## src/rtl/parity_pkg.sv

```systemverilog
// Shared types and defaults for the even-parity path stages.
// Reused by the frame receiver, parity generator and checker.
package parity_pkg;

    typedef enum logic [1:0] {
        IDLE,
        DATA,
        PARITY,
        STOP
    } pfr_state_t;

    localparam int DATA_BITS = 4;
    localparam int ERR_CNT_W = 8;

endpackage

```

## src/rtl/parity_frame_receiver_if.sv

```systemverilog
// Serial-in / parallel-out bundle of the parity frame receiver.
// master drives the serial line, slave is the receiver.
interface parity_frame_receiver_if #(
    parameter int DATA_BITS = parity_pkg::DATA_BITS,
    parameter int ERR_CNT_W = parity_pkg::ERR_CNT_W
);
    logic                 bit_tick;
    logic                 serial_in;
    logic [DATA_BITS-1:0] data_out;
    logic                 parity_out;
    logic                 frame_valid;
    logic                 parity_err;
    logic                 framing_err;
    logic [ERR_CNT_W-1:0] err_count;

    modport master (
        output bit_tick, serial_in,
        input  data_out, parity_out, frame_valid,
        input  parity_err, framing_err, err_count
    );

    modport slave (
        input  bit_tick, serial_in,
        output data_out, parity_out, frame_valid,
        output parity_err, framing_err, err_count
    );
endinterface

```

## src/rtl/pfr_shift_reg.sv

```systemverilog
// MSB-first serial-to-parallel shift register for the frame receiver.
// Shifts din into bit 0 on en; the first bit ends up at the MSB.
module pfr_shift_reg #(
    parameter int DATA_BITS = parity_pkg::DATA_BITS
) (
    input  logic                 clk,
    input  logic                 rst,
    input  logic                 en,
    input  logic                 din,
    output logic [DATA_BITS-1:0] q
);

    always_ff @(posedge clk) begin
        if (rst) begin
            q <= '0;
        end else if (en) begin
            q <= {q[DATA_BITS-2:0], din};
        end
    end

endmodule

```

## src/rtl/parity_frame_receiver.sv

```systemverilog
// Frames start/data/parity/stop bits sampled on bit_tick into a nibble.
// Optional saturating error counter enabled by PFR_ERROR_COUNT_EN.
module parity_frame_receiver #(
    parameter int DATA_BITS = parity_pkg::DATA_BITS,
    parameter int ERR_CNT_W = parity_pkg::ERR_CNT_W
) (
    input logic                    clk,
    input logic                    rst,
    parity_frame_receiver_if.slave bus
);
    import parity_pkg::*;

    localparam int CW = $clog2(DATA_BITS + 1);

    pfr_state_t           state_q;
    pfr_state_t           state_d;
    logic [CW-1:0]        cnt_q;
    logic [CW-1:0]        cnt_d;
    logic                 shift_en;
    logic                 par_ld;
    logic                 done;
    logic [DATA_BITS-1:0] sr_q;
    logic                 par_q;
    logic [DATA_BITS-1:0] data_q;
    logic                 pout_q;
    logic                 fv_q;
    logic                 perr_q;
    logic                 ferr_q;

    pfr_shift_reg #(
        .DATA_BITS(DATA_BITS)
    ) u_sr (
        .clk (clk),
        .rst (rst),
        .en  (shift_en),
        .din (bus.serial_in),
        .q   (sr_q)
    );

    always_ff @(posedge clk) begin
        if (rst) begin
            state_q <= IDLE;
            cnt_q   <= '0;
        end else begin
            state_q <= state_d;
            cnt_q   <= cnt_d;
        end
    end

    always_comb begin
        state_d  = state_q;
        cnt_d    = cnt_q;
        shift_en = 1'b0;
        par_ld   = 1'b0;
        done     = 1'b0;
        if (bus.bit_tick) begin
            unique case (state_q)
                IDLE: begin
                    if (!bus.serial_in) begin
                        state_d = DATA;
                        cnt_d   = '0;
                    end
                end
                DATA: begin
                    shift_en = 1'b1;
                    cnt_d    = cnt_q + 1'b1;
                    if (cnt_q == CW'(DATA_BITS - 1)) begin
                        state_d = PARITY;
                    end
                end
                PARITY: begin
                    par_ld  = 1'b1;
                    state_d = STOP;
                end
                STOP: begin
                    done    = 1'b1;
                    state_d = IDLE;
                end
                default: state_d = IDLE;
            endcase
        end
    end

    // Results are latched on the stop tick and held until the next frame.
    always_ff @(posedge clk) begin
        if (rst) begin
            par_q  <= 1'b0;
            data_q <= '0;
            pout_q <= 1'b0;
            fv_q   <= 1'b0;
            perr_q <= 1'b0;
            ferr_q <= 1'b0;
        end else begin
            fv_q <= done;
            if (par_ld) begin
                par_q <= bus.serial_in;
            end
            if (done) begin
                data_q <= sr_q;
                pout_q <= par_q;
                perr_q <= ^{sr_q, par_q};
                ferr_q <= ~bus.serial_in;
            end
        end
    end

    assign bus.data_out    = data_q;
    assign bus.parity_out  = pout_q;
    assign bus.frame_valid = fv_q;
    assign bus.parity_err  = perr_q;
    assign bus.framing_err = ferr_q;

`ifdef PFR_ERROR_COUNT_EN
    logic [ERR_CNT_W-1:0] ec_q;

    always_ff @(posedge clk) begin
        if (rst) begin
            ec_q <= '0;
        end else if (fv_q && (perr_q || ferr_q) && (ec_q != '1)) begin
            ec_q <= ec_q + 1'b1;
        end
    end

    assign bus.err_count = ec_q;
`else
    assign bus.err_count = '0;
`endif

endmodule

```

## src/flat_wrapper.sv

```systemverilog
// flat-port wrapper written by rule: the top's interface ports become plain ports
module parity_frame_receiver_flat import parity_pkg::*;
#(
    parameter int DATA_BITS = parity_pkg::DATA_BITS,
    parameter int ERR_CNT_W = parity_pkg::ERR_CNT_W
)
  (clk, rst, bus_bit_tick, bus_serial_in, bus_data_out, bus_parity_out, bus_frame_valid, bus_parity_err, bus_framing_err, bus_err_count);
  parity_frame_receiver_if #(.DATA_BITS(DATA_BITS), .ERR_CNT_W(ERR_CNT_W)) bus_i ();
  input logic clk;
  input logic rst;
  input wire logic [$bits(bus_i.bit_tick)-1:0] bus_bit_tick;
  input wire logic [$bits(bus_i.serial_in)-1:0] bus_serial_in;
  output wire logic [$bits(bus_i.data_out)-1:0] bus_data_out;
  output wire logic [$bits(bus_i.parity_out)-1:0] bus_parity_out;
  output wire logic [$bits(bus_i.frame_valid)-1:0] bus_frame_valid;
  output wire logic [$bits(bus_i.parity_err)-1:0] bus_parity_err;
  output wire logic [$bits(bus_i.framing_err)-1:0] bus_framing_err;
  output wire logic [$bits(bus_i.err_count)-1:0] bus_err_count;
  assign bus_i.bit_tick = bus_bit_tick;
  assign bus_i.serial_in = bus_serial_in;
  assign bus_data_out = bus_i.data_out;
  assign bus_parity_out = bus_i.parity_out;
  assign bus_frame_valid = bus_i.frame_valid;
  assign bus_parity_err = bus_i.parity_err;
  assign bus_framing_err = bus_i.framing_err;
  assign bus_err_count = bus_i.err_count;
  parity_frame_receiver #(.DATA_BITS(DATA_BITS), .ERR_CNT_W(ERR_CNT_W)) u_core (.clk(clk), .rst(rst), .bus(bus_i));
endmodule
```

## config.mk

```make
export PLATFORM = sky130hd
export DESIGN_NAME = parity_frame_receiver_flat
export DESIGN_NICKNAME = d
export VERILOG_FILES = /design/src/rtl/parity_pkg.sv /design/src/rtl/parity_frame_receiver_if.sv /design/src/rtl/pfr_shift_reg.sv /design/src/rtl/parity_frame_receiver.sv /design/src/flat_wrapper.sv
export SDC_FILE = /design/constraint.sdc
export NUM_CORES = 1
export LEC_CHECK = 0
export BUFFER_PORTS_ARGS = -buffer_cell sky130_fd_sc_hd__buf_2
export CAP_MARGIN = 40
export CORE_MARGIN = 1
export CORE_UTILIZATION = 55
export DETAILED_ROUTE_END_ITERATION = 7
export PLACE_DENSITY = 0.8
export SLEW_MARGIN = 10
export SYNTH_ARGS = -nofsm -noshare
export SYNTH_HDL_FRONTEND = slang
export SYNTH_SLANG_ARGS = --single-unit
```

## constraint.sdc

```tcl
create_clock -name clk -period 3.7 [get_ports clk]
set_input_delay 0.185 -clock clk [delete_from_list [all_inputs] [get_ports clk]]
set_output_delay 0.185 -clock clk [all_outputs]
set_load 0.1 [all_outputs]
```

==> implementation parameters <==
Parameter                              Value

Drt
  Routed via count divided by cell count ... 5.15
  Uppermost layer routed ... met4
  Detailed route wirelength on metal2 ... roughly 750 um
  Antenna-violating nets left ... 0
  Remaining DRCs ... 0
  First-iteration detailed-routing DRC count ... 6
  Wire length reported by the detailed router ... 1.52 mm
  WL met1 ... a little over 700 um
  Routed met3 length ... ~45 um
  Total vias in the final route ... 669
  Routed wire length per instance ... 11.7 um
  Total iterations of the first detailed-routing run ... 4

Placement
  Post-detailed-placement half-perimeter wirelength ... approximately 1.1 mm
  Port Buffer Count ... 11
  Area after detailed placement ... approximately 900 um2
  Routability-driven placement congestion ratio ... around 0.8

Yosys
  Asr flop ratio synth ... 0
  Most area-hungry cell type in the Yosys netlist ... dfxtp_1
  Number of synthesized flops with an enable pin ... 0
  Primary FF master, synth ... dfxtp_1
  Flip-flop and latch count after synthesis ... 18
  Share of the synthesized area in compound gates (AO/OA/AOI/OAI) ... 0.136
  Post-synth cell types ... 26
  Post-Syn Area ... 885 um2
  Main combinational cell family by area after synthesis ... simple AND/OR/NAND/NOR gates
  Fraction of synthesized area in multiplexers ... 0
  Gate count after technology mapping ... between 100 and 150
  Synthesized area divided by synthesized cell count ... roughly 8.4 um2
  Synth Area in Adders ... 0.0990
  Post-synthesis simple-gate area fraction ... 0.214
  Area fraction of the dominant cell type after synthesis ... 0.407
  Yosys warnings ... 0
  Synthesized-area fraction occupied by xor and xnor cells ... 0.0354
  Leading post-synthesis cells by cell area ... dfxtp_1 (41%), ha_1 (9.9%), a21oi_1 (8.5%)
  Share of the yosys chip area belonging to registers ... 0.407

Global route
  Number of global-route vias before repair ... 611
  Antenna violations before repair ... 0
  Overall fraction of global-route tracks in use ... 0.186
  Grt ovf ... 0
  Largest net degree at the start of global routing ... 20
  Global-route wire length before repair ... approximately 2.6 mm

Critical path
  Startpoint of the worst-slack reg-to-reg timing path ... u_core.state_q[0]$_SDFFE_PP0P_
  Signal arrival time at the worst endpoint ... approximately 1.8 ns
  Critical path's slowest cell ... a21boi_0
  Cell family with the largest share of critical-path delay ... compound AO/OA/AOI/OAI gates
  Maximum fanout count along the critical path ... 5
  Critical path start-end classification ... flop to flop
  Crit end category ... flop
  Worst EP required ... around 3.9 ns
  Startpoint type of the worst setup path ... flop
  Cell-by-cell trace of the critical path ... inv_1 -> ha_1 -> a21boi_0 -> a21oi_1 -> nor3_1
  Crit path largest cell delay ... around 0.47 ns
  Buffers and inverters on the worst path ... 1
  Critical path launch point ... u_core.state_q[0]$_SDFFE_PP0P_

Clock network
  CTS tree ... done
  TritonCTS buffer count ... 3
  Worst-case clock buffer depth ... 2
  Number of buffers added to fix hold violations after cts ... 0
  CTS sink count ... 18
  Number of H-tree branching levels ... 1
  Clock-pin slew on the worst setup and hold paths ... between 0.1 and 0.15 ns
  Count of buffers added by post-CTS timing repair for setup ... 0
  Worst-Skew Late Latency ... ~0.29 ns
  Clock Tree Root ... clkbuf_4
  Post-cts resize count ... 0

STA
  Final worst-path cycle share ... 0.427
  Count of endpoints failing hold in the final timing report ... 0
  Fmax achieved ... 632 MHz
  Number of max-slew violations in the final report ... 0
  Maximum clock skew at final layout ... 0.00130 ns
  Setup Viol. Count Final ... 0
  Sum of negative setup slack ... 0 ns
  Transition at the pin with the smallest max-transition slack ... 0.539 ns
  Worst relative slew slack ... 0.637
  Final period demand of the worst path ... between 1.5 and 2 ns
  Setup repair after global routing missed its margin ... no

Floorplan
  Overall die area ... around 0.0018 mm2
  Width of the die ... ~42 um
  Die span in y ... about 42 um
  Boundary Pins ... 20
  Core Region ... roughly 0.0015 mm2
  Standard-cell row count ... 14
  Initial core utilization ... 0.587

Min path
  Worst hold path class ... input port to flop
  Worst Min Path Start ... bus_serial_in

Final layout
  Final core area utilization ... 0.625
  NumNets Final ... between 100 and 150
  Area taken by flip-flops and latches ... roughly 360 um2
  Number of antenna repair diodes ... 0
  Fillcell total ... roughly 140
  Multi-input logic area ... approximately 460 um2
  Relative area change from synthesis to final layout ... 6.36%
  Final design area excluding fillers ... 941 um2
  Share of layout cells above drive strength 1 ... 0.140

Pwr
  Power, Total ... between 300 and 400 uW
  Maximum vdd ir drop ... 0.255 mV
  Static leakage ... roughly 0.39 nW
  Ratio of total power to cell area ... between 400 and 500 mW/mm2

Run status
  Outcome ... completed

Run
  Max-capacitance violation count ... 0
[flip-flops by register name, summed over array words and instances, names as in the netlist]
register,flops
u_core.bus.parity_out,1
u_core.par_q,1
u_core.bus.frame_valid,1
u_core.bus.data_out,4
u_core.state_q,2
u_core.bus.parity_err,1
u_core.cnt_q,3
u_core.bus.framing_err,1
u_core.u_sr.q,4
[per-layer routing]
layer	up-vias	track usage
met4	0	0.0938
met3	2	0.0302
met2	12	0.325
met5	-	0
met1	303	0.220
li1	352	-
[logic make-up (layout without fill, tap and decap cells)]
group | Yosys count | after routing
AOI/OAI and AO/OA | 22 | 22
xor gates and xnor gates | 2 | 2
adders and majority gates | 7 | 7
buffers and inverters | 16 | 18
DFF | 18 | 18
other | 1 | 8
and+or+nand+nor | 39 | 39
[worst register-to-register path, delay by kind of cell, from the launching register on]
family / cells / cell delay, ns
AOI/OAI and AO/OA: 2 / 0.60
buffers and inverters: 1 / 0.09
and+or+nand+nor: 1 / 0.19
adders and majority gates: 1 / 0.23
DFF: 1 / 0.40
[synthesized netlist by cell type (2+ instances only)]
| library cell | instances |
|---|---|
| a21oi_1 | 15 |
| buf_2 | 2 |
| buf_4 | 8 |
| clkbuf_1 | 2 |
| dfxtp_1 | 18 |
| ha_1 | 7 |
| inv_1 | 3 |
| nand2_1 | 18 |
| nand3_1 | 9 |
| nand3b_1 | 3 |
| nor2_1 | 2 |
| o21ai_0 | 4 |
[stage by stage]
stage / hold WS (ns) / std cells / setup WS, ns
finish: 0.142 / 130 / 2.12
global route: 0.149 / 130 / 1.94
CTS: 0.134 / 130 / 2.10
detailed placement: 0.444 / 126 / 2.13
global placement: 0.432 / 126 / 2.24
floorplan: 0.281 / 112 / 2.36
[cell usage in the layout, fill, tap and decap left out]
cell type / instances
buf_2: 11
a211oi_1: 1
clkbuf_4: 3
ha_1: 7
nand2_1: 18
conb_1: 8
nor4_1: 1
and2_1: 1
nor2_1: 2
dfxtp_1: 18
a21bo_2: 1
or4_1: 1
nor2b_1: 1
a21oi_1: 15
xor2_1: 1
nand3_1: 9
a21boi_0: 1
clkbuf_8: 1
nand3b_1: 3
o21ai_0: 4
and3b_1: 1
xnor3_1: 1
nand2b_1: 1
inv_1: 3
nor3_1: 1
[final timing paths]
kind | end | slack [ns] | depth (start not counted)
setup / recovery | u_core.state_q[0]$_SDFFE_PP0P_ | 2.12 | 5
hold / removal | u_core.bus.framing_err$_SDFFE_PP0P_ | 0.14 | 2
setup reg to reg | u_core.state_q[0]$_SDFFE_PP0P_ | 2.12 | 5
hold reg to reg | u_core.bus.data_out[2]$_SDFFE_PP0P_ | 0.46 | 2
[report_power, final]
part	leakage [nW]	internal, mW	switching (mW)
registers	0.145	0.197	0.00315
clock network	0.0210	0.0599	0.0635
logic	0.226	0.0118	0.0592
total	0.393	0.269	0.126
[layout make-up]
type                            instances  share of cell area
Clock buffer                            4              0.0386
Timing Repair Buffer                   11              0.0585
Sequential cell                        18               0.383
Multi-Input combinational cell         78               0.487
Inverter                                3              0.0120
Tap cell                               16              0.0213
Note: power is estimated with default switching activity, not from simulation.
